$ cat src/rtl/mem_arbiter.sv
// mem_arbiter: shares the byte-serial memory controller between instruction
// fetch and the load/store buffer. One op is outstanding at a time. LSB has
// priority, but a streak counter forces a fetch grant after LSB_STREAK_MAX
// consecutive LSB wins while fetch is waiting. Speculative ops hit by a
// pipeline clear are drained silently; committed stores always complete.
module mem_arbiter #(
   parameter int ADDR_W         = 32,
   parameter int DATA_W         = 32,
   parameter int LSB_STREAK_MAX = 4
) (
   input  logic              clk,
   input  logic              rst,
   input  logic              rdy,
   input  logic              clear,
   // fetch side
   input  logic              if_req,
   input  logic [ADDR_W-1:0] if_addr,
   output logic              if_done,
   output logic [DATA_W-1:0] if_data,
   // load/store buffer side
   input  logic              lsb_req,
   input  logic              lsb_we,
   input  logic [ADDR_W-1:0] lsb_addr,
   input  logic [2:0]        lsb_len,
   input  logic [DATA_W-1:0] lsb_wdata,
   output logic              lsb_done,
   output logic [DATA_W-1:0] lsb_rdata,
   // memory controller side
   output logic              mc_start,
   output logic              mc_we,
   output logic [ADDR_W-1:0] mc_addr,
   output logic [2:0]        mc_len,
   output logic [DATA_W-1:0] mc_wdata,
   input  logic              mc_done,
   input  logic [DATA_W-1:0] mc_rdata
);

   localparam logic [1:0] IDLE    = 2'd0;
   localparam logic [1:0] BUSY_IF = 2'd1;
   localparam logic [1:0] BUSY_LS = 2'd2;
   localparam logic [1:0] DRAIN   = 2'd3;

   localparam int            SW         = $clog2(LSB_STREAK_MAX + 1);
   localparam logic [SW-1:0] STREAK_MAX = SW'(LSB_STREAK_MAX);

   logic [1:0]    state;
   logic [SW-1:0] streak;
   logic          if_eff, lsb_eff, grant_if, grant_ls;

   // Arbitration. A requester whose done pulse is showing this cycle has not
   // yet had a chance to drop its req, so it is not considered.
   always_comb begin
      if_eff   = if_req  & ~if_done;
      lsb_eff  = lsb_req & ~lsb_done;
      grant_ls = lsb_eff & (~if_eff | (streak < STREAK_MAX));
      grant_if = if_eff  & ~grant_ls;
   end

   // Issue / completion state machine; everything freezes while rdy is low.
   always_ff @(posedge clk) begin
      if (rst) begin
         state     <= IDLE;
         streak    <= '0;
         mc_start  <= 1'b0;
         mc_we     <= 1'b0;
         mc_addr   <= '0;
         mc_len    <= '0;
         mc_wdata  <= '0;
         if_done   <= 1'b0;
         if_data   <= '0;
         lsb_done  <= 1'b0;
         lsb_rdata <= '0;
      end else if (rdy) begin
         mc_start <= 1'b0;
         if_done  <= 1'b0;
         lsb_done <= 1'b0;
         case (state)
            IDLE: begin
               if (!clear) begin
                  if (grant_ls) begin
                     mc_start <= 1'b1;
                     mc_we    <= lsb_we;
                     mc_addr  <= lsb_addr;
                     mc_len   <= lsb_len;
                     mc_wdata <= lsb_wdata;
                     // streak only counts wins taken while fetch is waiting
                     if (!if_req)
                        streak <= '0;
                     else if (streak < STREAK_MAX)
                        streak <= streak + SW'(1);
                     state <= BUSY_LS;
                  end else if (grant_if) begin
                     mc_start <= 1'b1;
                     mc_we    <= 1'b0;
                     mc_addr  <= if_addr;
                     mc_len   <= 3'd4;
                     mc_wdata <= '0;
                     streak   <= '0;
                     state    <= BUSY_IF;
                  end
               end
            end
            BUSY_IF: begin
               if (mc_done) begin
                  // a clear landing with mc_done squashes the response
                  if (!clear) begin
                     if_data <= mc_rdata;
                     if_done <= 1'b1;
                  end
                  state <= IDLE;
               end else if (clear) begin
                  state <= DRAIN;
               end
            end
            BUSY_LS: begin
               if (mc_we) begin
                  // committed store: clear cannot cancel it
                  if (mc_done) begin
                     lsb_done  <= 1'b1;
                     lsb_rdata <= '0;
                     state     <= IDLE;
                  end
               end else if (mc_done) begin
                  if (!clear) begin
                     lsb_rdata <= mc_rdata;
                     lsb_done  <= 1'b1;
                  end
                  state <= IDLE;
               end else if (clear) begin
                  state <= DRAIN;
               end
            end
            default: begin
               // DRAIN: wait out the cancelled op, no response to anyone
               if (mc_done) state <= IDLE;
            end
         endcase
      end
   end

endmodule

$ cat config.mk
export PLATFORM = sky130hd
export DESIGN_NAME = mem_arbiter
export DESIGN_NICKNAME = d
export VERILOG_FILES = /design/src/rtl/mem_arbiter.sv
export SDC_FILE = /design/constraint.sdc
export NUM_CORES = 1
export LEC_CHECK = 0
export ABC_AREA = 1
export CAP_MARGIN = 10
export CORE_UTILIZATION = 45
export CTS_BUF_LIST = sky130_fd_sc_hd__clkbuf_2 sky130_fd_sc_hd__clkbuf_4 sky130_fd_sc_hd__clkbuf_8
export DETAILED_ROUTE_END_ITERATION = 16
export GPL_TIMING_DRIVEN = 0
export HOLD_SLACK_MARGIN = 0.08
export PLACE_DENSITY = 0.88
export SETUP_SLACK_MARGIN = 0.1
export SLEW_MARGIN = 15
export SYNTH_ARGS = -nofsm -noshare
export SYNTH_HDL_FRONTEND = slang
export SYNTH_SLANG_ARGS = --single-unit
$ cat constraint.sdc
create_clock -name clk -period 3.6 [get_ports clk]
set_clock_uncertainty 0.1 [all_clocks]
set_input_delay 0.72 -clock clk [delete_from_list [all_inputs] [get_ports clk]]
set_output_delay 0.72 -clock clk [all_outputs]
set_load 0.05 [all_outputs]
==> results of run 1 <==
[per-stage QoR]
step,power [mW],cell area (sq um),hold WS [ns],worst slack [ns],util (%)
final,3.74,8910,0.365,1.11,74.2
after global routing,3.88,8910,0.377,1.04,74.2
after CTS,3.75,8910,0.365,1.07,74.2
after detailed placement,2.40,8470,0.354,0.879,70.6
after global placement,2.39,8470,0.349,0.910,70.6
after floorplan,2.07,5570,0.344,1.87,-
[final cells by class]
| class | instances | share of cell area (%) |
|---|---|---|
| flip-flops and latches | 140 | 31.5 |
| repair buffers | 272 | 30.6 |
| multi-input cells | 533 | 27.3 |
| clock buffers | 26 | 3.67 |
| plain buffers | 51 | 3.01 |
| well taps | 147 | 2.06 |
| clock inverters | 6 | 1.21 |
| inverters | 17 | 0.716 |
[placed cells by master (no fill, tap or decap)]
cell type,synthesis,layout
sky130_fd_sc_hd__nand2_1,201,201
sky130_fd_sc_hd__buf_1,2,2
sky130_fd_sc_hd__nor2_1,167,167
sky130_fd_sc_hd__clkbuf_1,22,22
sky130_fd_sc_hd__buf_2,15,15
sky130_fd_sc_hd__a211oi_2,20,20
sky130_fd_sc_hd__a21oi_1,48,48
sky130_fd_sc_hd__clkbuf_8,0,21
sky130_fd_sc_hd__bufinv_16,0,3
sky130_fd_sc_hd__buf_6,4,4
sky130_fd_sc_hd__nand3_1,5,5
sky130_fd_sc_hd__nand2_2,1,1
sky130_fd_sc_hd__a211oi_1,12,12
sky130_fd_sc_hd__buf_4,7,7
sky130_fd_sc_hd__nor3_1,1,1
sky130_fd_sc_hd__inv_2,1,1
sky130_fd_sc_hd__inv_1,16,16
sky130_fd_sc_hd__nand4_1,1,1
sky130_fd_sc_hd__clkinvlp_4,0,1
sky130_fd_sc_hd__nor3_2,1,1
sky130_fd_sc_hd__ha_1,1,1
sky130_fd_sc_hd__o21ai_0,71,71
sky130_fd_sc_hd__clkdlybuf4s50_1,0,272
sky130_fd_sc_hd__clkbuf_4,0,5
sky130_fd_sc_hd__nor2_4,3,3
sky130_fd_sc_hd__clkinv_2,0,2
sky130_fd_sc_hd__clkbuf_2,1,1
sky130_fd_sc_hd__dfxtp_1,140,140
sky130_fd_sc_hd__nand3_4,1,1
[worst paths after layout]
path                  end  slack, ns  cells after the start
min          mc_wdata[13]       0.36                      2
max reg2reg   if_data[15]       1.84                      4
min reg2reg  mc_wdata[13]       0.36                      2
max                 mc_we       1.11                      1
[logic make-up (layout without fill, tap and decap cells)]
family | after synthesis | in the layout | synth area share, %
buffers and inverters | 68 | 372 | 5.95
AND/OR/NAND/NOR | 381 | 381 | 26.7
AO/OA/AOI/OAI | 151 | 151 | 16.8
adder cells (fa/ha/maj) | 1 | 1 | 0.225
flip-flops | 140 | 140 | 50.3
[report_power, final]
part	internal (mW)	leakage (nW)	total, mW	switching (mW)
clock network	0.797	0.224	1.37	0.577
logic	0.300	2.14	0.727	0.427
registers	1.61	1.13	1.64	0.0327
[state kept, by name, indices dropped and copies added, names as in the netlist]
| name | count |
|---|---|
| state | 2 |
| mc_addr | 32 |
| lsb_rdata | 32 |
| mc_wdata | 32 |
| mc_len | 3 |
| if_data | 32 |
| lsb_done | 1 |
| streak | 3 |
| if_done | 1 |
| mc_we | 1 |
| mc_start | 1 |
[routing by layer]
metal  GRT usage, %  share of wire (%)  vias up
li1               -                  -     2961
met1           30.8                 41     2686
met2           50.1                 49      217
met3           9.00                7.1       35
met4           11.8                2.8        0
met5              0                  0        -
==> impl_metrics.yaml, run 1 <==
cts:
  cts.repair_timing.setup_buffer_count: 0
  cts_tree: "yes"
  postCtsHoldBufs: 0
  clk_latency_ns: 0.44
  post_cts_resized: 0
  root_buffer: "sky130_fd_sc_hd__clkbuf_8"
  tritoncts_num_sinks: 140
  clk_pin_slew_ns: 0.07
  cts_buffer_depth: 2
  number_of_clock_buffers_inserted_by_tritoncts: 17
  h-tree-depth: 4
job:
  maxCapViolCount: 0
die:
  core_region_sq_mm: 0.0120
  die_outline_area_sq_mm: 0.0128
  i_o_pin_count: 274
  fp.dieW_um: 113
  floorplan.initialDensity_pct: 46.4
  floorplan.rows: 40
  floorplan.die.height_um: 113
worst_setup_path:
  worst_setup_path_startpoint: "mc_we"
  cp_slowest_cell: "sky130_fd_sc_hd__clkdlybuf4s50_1"
  highest_fanout_seen_on_the_critical_path: 4
  reg_to_reg_start: "state[0]"
  start_kind: "flip-flop"
  critical-path-max-stage-delay_ns: 0.85
  critical-path-top-delay-family: "buffers and inverters"
  cp_data_arrival_time_ns: 1.67
  critical_path.endpoint_type: "output pin"
  timing.critical_path.cells: "clkdlybuf4s50_1"
  crit_type: "flip-flop to output pin"
  path_buf_inv: 1
  worstPathRequired_ns: 2.78
sta:
  layout_worst_path_cycle_share_pct: 69.2
  fmax_ghz: 0.401
  finalSetupTns_ns: 0
  finalSetupViolations: 0
  worst-slew-pin-transition_ns: 0.713
  timing.slew.headroom_pct: 52.5
  final_hold_viol_count: 0
  finalMaxSlewViolations: 0
  rsz0062_at_grt: "false"
  fin_crit_ns: 2.49
routing:
  drt_pre_antenna_iters: 4
  post_drt_wl_per_cell_um: 14.8
  drc_errors: 0
  route.vias.total: 5899
  drt_wl_total_um: 17600
  drt.antenna.violating_nets: 0
  drt-initial-drc-count: 329
  detail_route.vias_per_cell: 4.95
pwr:
  vdd.ir_drop.worst_v: 0.000261
  power-per-cell-area_mw_per_mm2: 420
  leakage_nw: 3.50
placed_design:
  gp_congestion: 0.851
  hpwlAfterDp_um: 13300
  dp.cells: 1160
  number_of_port_buffers: 272
cells_and_area:
  layout.filler_cells: 917
  multi_input_comb_area_sq_mm: 0.00243
  nets: 1172
  final-seq-area_sq_mm: 0.00280
  diodes_inserted: 0
  post_route_cells_drive_above_1_share_pct: 8.23
  areaGrowthSynthToFinish_pct: 60.0
  stdcell_count: 1192
synthesis:
  netlist_top_cells_area: "sky130_fd_sc_hd__dfxtp_1, sky130_fd_sc_hd__nand2_1, sky130_fd_sc_hd__nor2_1, sky130_fd_sc_hd__o21ai_0, sky130_fd_sc_hd__a211oi_2"
  synth_area_per_cell_sq_um: 7.51
  netlist.area_leader.share_pct: 50.3
  synth-main-ff-cell: "sky130_fd_sc_hd__dfxtp_1"
  synth.cells.most_frequent: "sky130_fd_sc_hd__nand2_1, sky130_fd_sc_hd__nor2_1, sky130_fd_sc_hd__dfxtp_1"
  syn_inst: 741
  total_nets_after_synthesis: 881
  post_synth_edffs: 0
  synth.most_common_cell: "sky130_fd_sc_hd__nand2_1"
  synth-seq-area-share_pct: 50.3
  netlist.top_cell.by_area: "sky130_fd_sc_hd__dfxtp_1"
  synthArstFlopShare_pct: 0
  syn_area_sq_mm: 0.00557
  synth_warnings: 0
  postSynthRegisterBits: 140
  synth.distinct_cells: 23
min_path:
  hold_class: "flip-flop to flip-flop"
  timing.hold.worst.start: "mc_wdata[13]"
status:
  result_of_the_run: "finished, final reports clean"
global_routing:
  grt_remaining_overflow: 0
  grt_max_degree: 17
  first_pass_grt_wire_length_um: 28000
  first_global_vias: 5799
  grt_util_all_layers_pct: 28.2
  initial_antenna_violation_count: 0
Note: power is estimated with default switching activity, not from simulation.
==> inputs of run 2 (changes only) <==
--- a/config.mk
+++ b/config.mk
@@ -7,12 +7,12 @@
 export LEC_CHECK = 0
 export ABC_AREA = 1
 export CAP_MARGIN = 10
-export CORE_UTILIZATION = 45
+export CORE_UTILIZATION = 38
 export CTS_BUF_LIST = sky130_fd_sc_hd__clkbuf_2 sky130_fd_sc_hd__clkbuf_4 sky130_fd_sc_hd__clkbuf_8
 export DETAILED_ROUTE_END_ITERATION = 16
 export GPL_TIMING_DRIVEN = 0
 export HOLD_SLACK_MARGIN = 0.08
-export PLACE_DENSITY = 0.88
+export PLACE_DENSITY = 0.79
 export SETUP_SLACK_MARGIN = 0.1
 export SLEW_MARGIN = 15
 export SYNTH_ARGS = -nofsm -noshare
==> constraint.sdc (replaced) <==
create_clock -name clk -period 2.2 [get_ports clk]
set_clock_uncertainty 0.1 [all_clocks]
set_input_delay 0.44 -clock clk [delete_from_list [all_inputs] [get_ports clk]]
set_output_delay 0.44 -clock clk [all_outputs]
set_load 0.05 [all_outputs]
==> impl_metrics.yaml, run 2 (synthesized netlist as in run 1, its figures left out) <==
status:
  result_of_the_run: "finished, final reports clean"
min_path:
  timing.hold.worst.start: "mc_wdata[2]"
  hold_class: "flip-flop to flip-flop"
routing:
  drc_errors: 0
  drt_pre_antenna_iters: 6
  route.vias.total: 5856
  drt-initial-drc-count: 270
  post_drt_wl_per_cell_um: 14.4
  drt.antenna.violating_nets: 0
  detail_route.vias_per_cell: 4.78
  drt_wl_total_um: 17600
die:
  i_o_pin_count: 274
  fp.dieW_um: 123
  core_region_sq_mm: 0.0141
  die_outline_area_sq_mm: 0.0151
  floorplan.die.height_um: 123
  floorplan.initialDensity_pct: 39.5
  floorplan.rows: 43
job:
  maxCapViolCount: 0
sta:
  timing.slew.headroom_pct: 52.3
  fmax_ghz: 0.503
  finalSetupTns_ns: 0
  rsz0062_at_grt: "false"
  fin_crit_ns: 1.99
  finalMaxSlewViolations: 0
  finalHoldWorstSlack_ns: 0.362
  worst-slew-pin-transition_ns: 0.715
  finalSetupViolations: 0
  layout_worst_path_cycle_share_pct: 90.3
  final_hold_viol_count: 0
pwr:
  power-per-cell-area_mw_per_mm2: 679
  p_int_mw: 4.20
  vdd.ir_drop.worst_v: 0.000450
  net-switching-power_mw: 1.75
  share_clk_of_total_power_pct: 36.1
  leakage_nw: 4.10
  pwr-share-comb_pct: 18.9
  sw_frac_of_total_pct: 29.5
  seq_power_share_pct: 45.0
worst_setup_path:
  crit_type: "flip-flop to output pin"
  path_buf_inv: 1
  worst_setup_path_startpoint: "mc_we"
  cp_data_arrival_time_ns: 1.45
  start_kind: "flip-flop"
  cp_slowest_cell: "sky130_fd_sc_hd__clkdlybuf4s15_1"
  highest_fanout_seen_on_the_critical_path: 4
  critical-path-max-stage-delay_ns: 0.56
  critical-path-top-delay-family: "buffers and inverters"
  worstPathRequired_ns: 1.66
  timing.reg2reg.setup_slack_ns: 0.43
  critical_path.endpoint_type: "output pin"
  timing.critical_path.cells: "clkdlybuf4s15_1"
  reg_to_reg_start: "state[0]"
cells_and_area:
  areaGrowthSynthToFinish_pct: 57.3
  post_route_cells_drive_above_1_share_pct: 8.23
  nets: 1172
  commonest_cells_after_routing_fill_and_taps_aside: "sky130_fd_sc_hd__nand2_1, sky130_fd_sc_hd__nor2_1, sky130_fd_sc_hd__dfxtp_1"
  diodes_inserted: 0
  layout.cells.most_common: "sky130_fd_sc_hd__nand2_1"
global_routing:
  first_pass_grt_wire_length_um: 27900
  grt_max_degree: 17
  initial_antenna_violation_count: 0
  first_global_vias: 5735
  grt_remaining_overflow: 0
  grt_util_all_layers_pct: 24.0
cts:
  root_buffer: "sky130_fd_sc_hd__clkbuf_8"
  clk_latency_ns: 0.45
  cts_buffer_depth: 2
  number_of_clock_buffers_inserted_by_tritoncts: 17
  cts.repair_timing.setup_buffer_count: 0
  clk_pin_slew_ns: 0.07
  h-tree-depth: 4
  cts_tree: "yes"
  tritoncts_num_sinks: 140
placed_design:
  number_of_port_buffers: 272
  hpwlAfterDp_um: 13300
  gp_congestion: 0.813
-- run 2: worst paths after layout --
path,to,cells past startpoint
setup reg to reg,if_data[16],4
hold / removal,mc_wdata[2],2
hold reg to reg,mc_wdata[2],2
setup / recovery,mc_we,1
-- run 2: timing repair --
item,4_1_cts,5_1_grt
setup endpoints to repair,135,1
hold buffers,0,0
resized for setup,135,1
-- run 2: final cells by class --
type / instances / area [sq um]
fill: 1343 / 5340
sequential: 140 / 2800
timing repair buffer: 272 / 2550
multi-input combinational: 533 / 2430
clock buffer: 22 / 297
buffer: 51 / 268
tap: 180 / 225
clock inverter: 10 / 113
inverter: 17 / 63.8
-- run 2: per-layer routing --
metal	track usage, %	wire length (um)	up-vias
li1	-	-	2963
met1	27.6	7460	2656
met2	41.2	8360	205
met3	6.55	1370	32
met4	11.5	424	0
met5	0	0	-
-- run 2: per-stage QoR --
| step | instance area, sq um | instances | util [%] | worst slack [ns] | total power [mW] |
|---|---|---|---|---|---|
| floorplan | 5570 | 741 | - | 0.471 | 3.38 |
| detailed placement | 8520 | 1193 | 60.4 | -0.255 | 3.93 |
| global route | 8760 | 1225 | 62.1 | 0.107 | 6.19 |
| global placement | 8520 | 1193 | 60.4 | -0.223 | 3.91 |
| finish | 8760 | 1225 | 62.1 | 0.213 | 5.95 |
| CTS | 8760 | 1225 | 62.1 | 0.126 | 6.00 |
-- run 2: power by group through the flow --
stage               Sequential [mW]  Clock [mW]  Combinational [mW]
CTS                            2.68        2.19                1.13
floorplan                      3.05           0               0.329
finish                         2.68        2.15                1.12
detailed placement             2.74           0                1.19
global route                   2.69        2.28                1.22
global placement               2.74           0                1.18
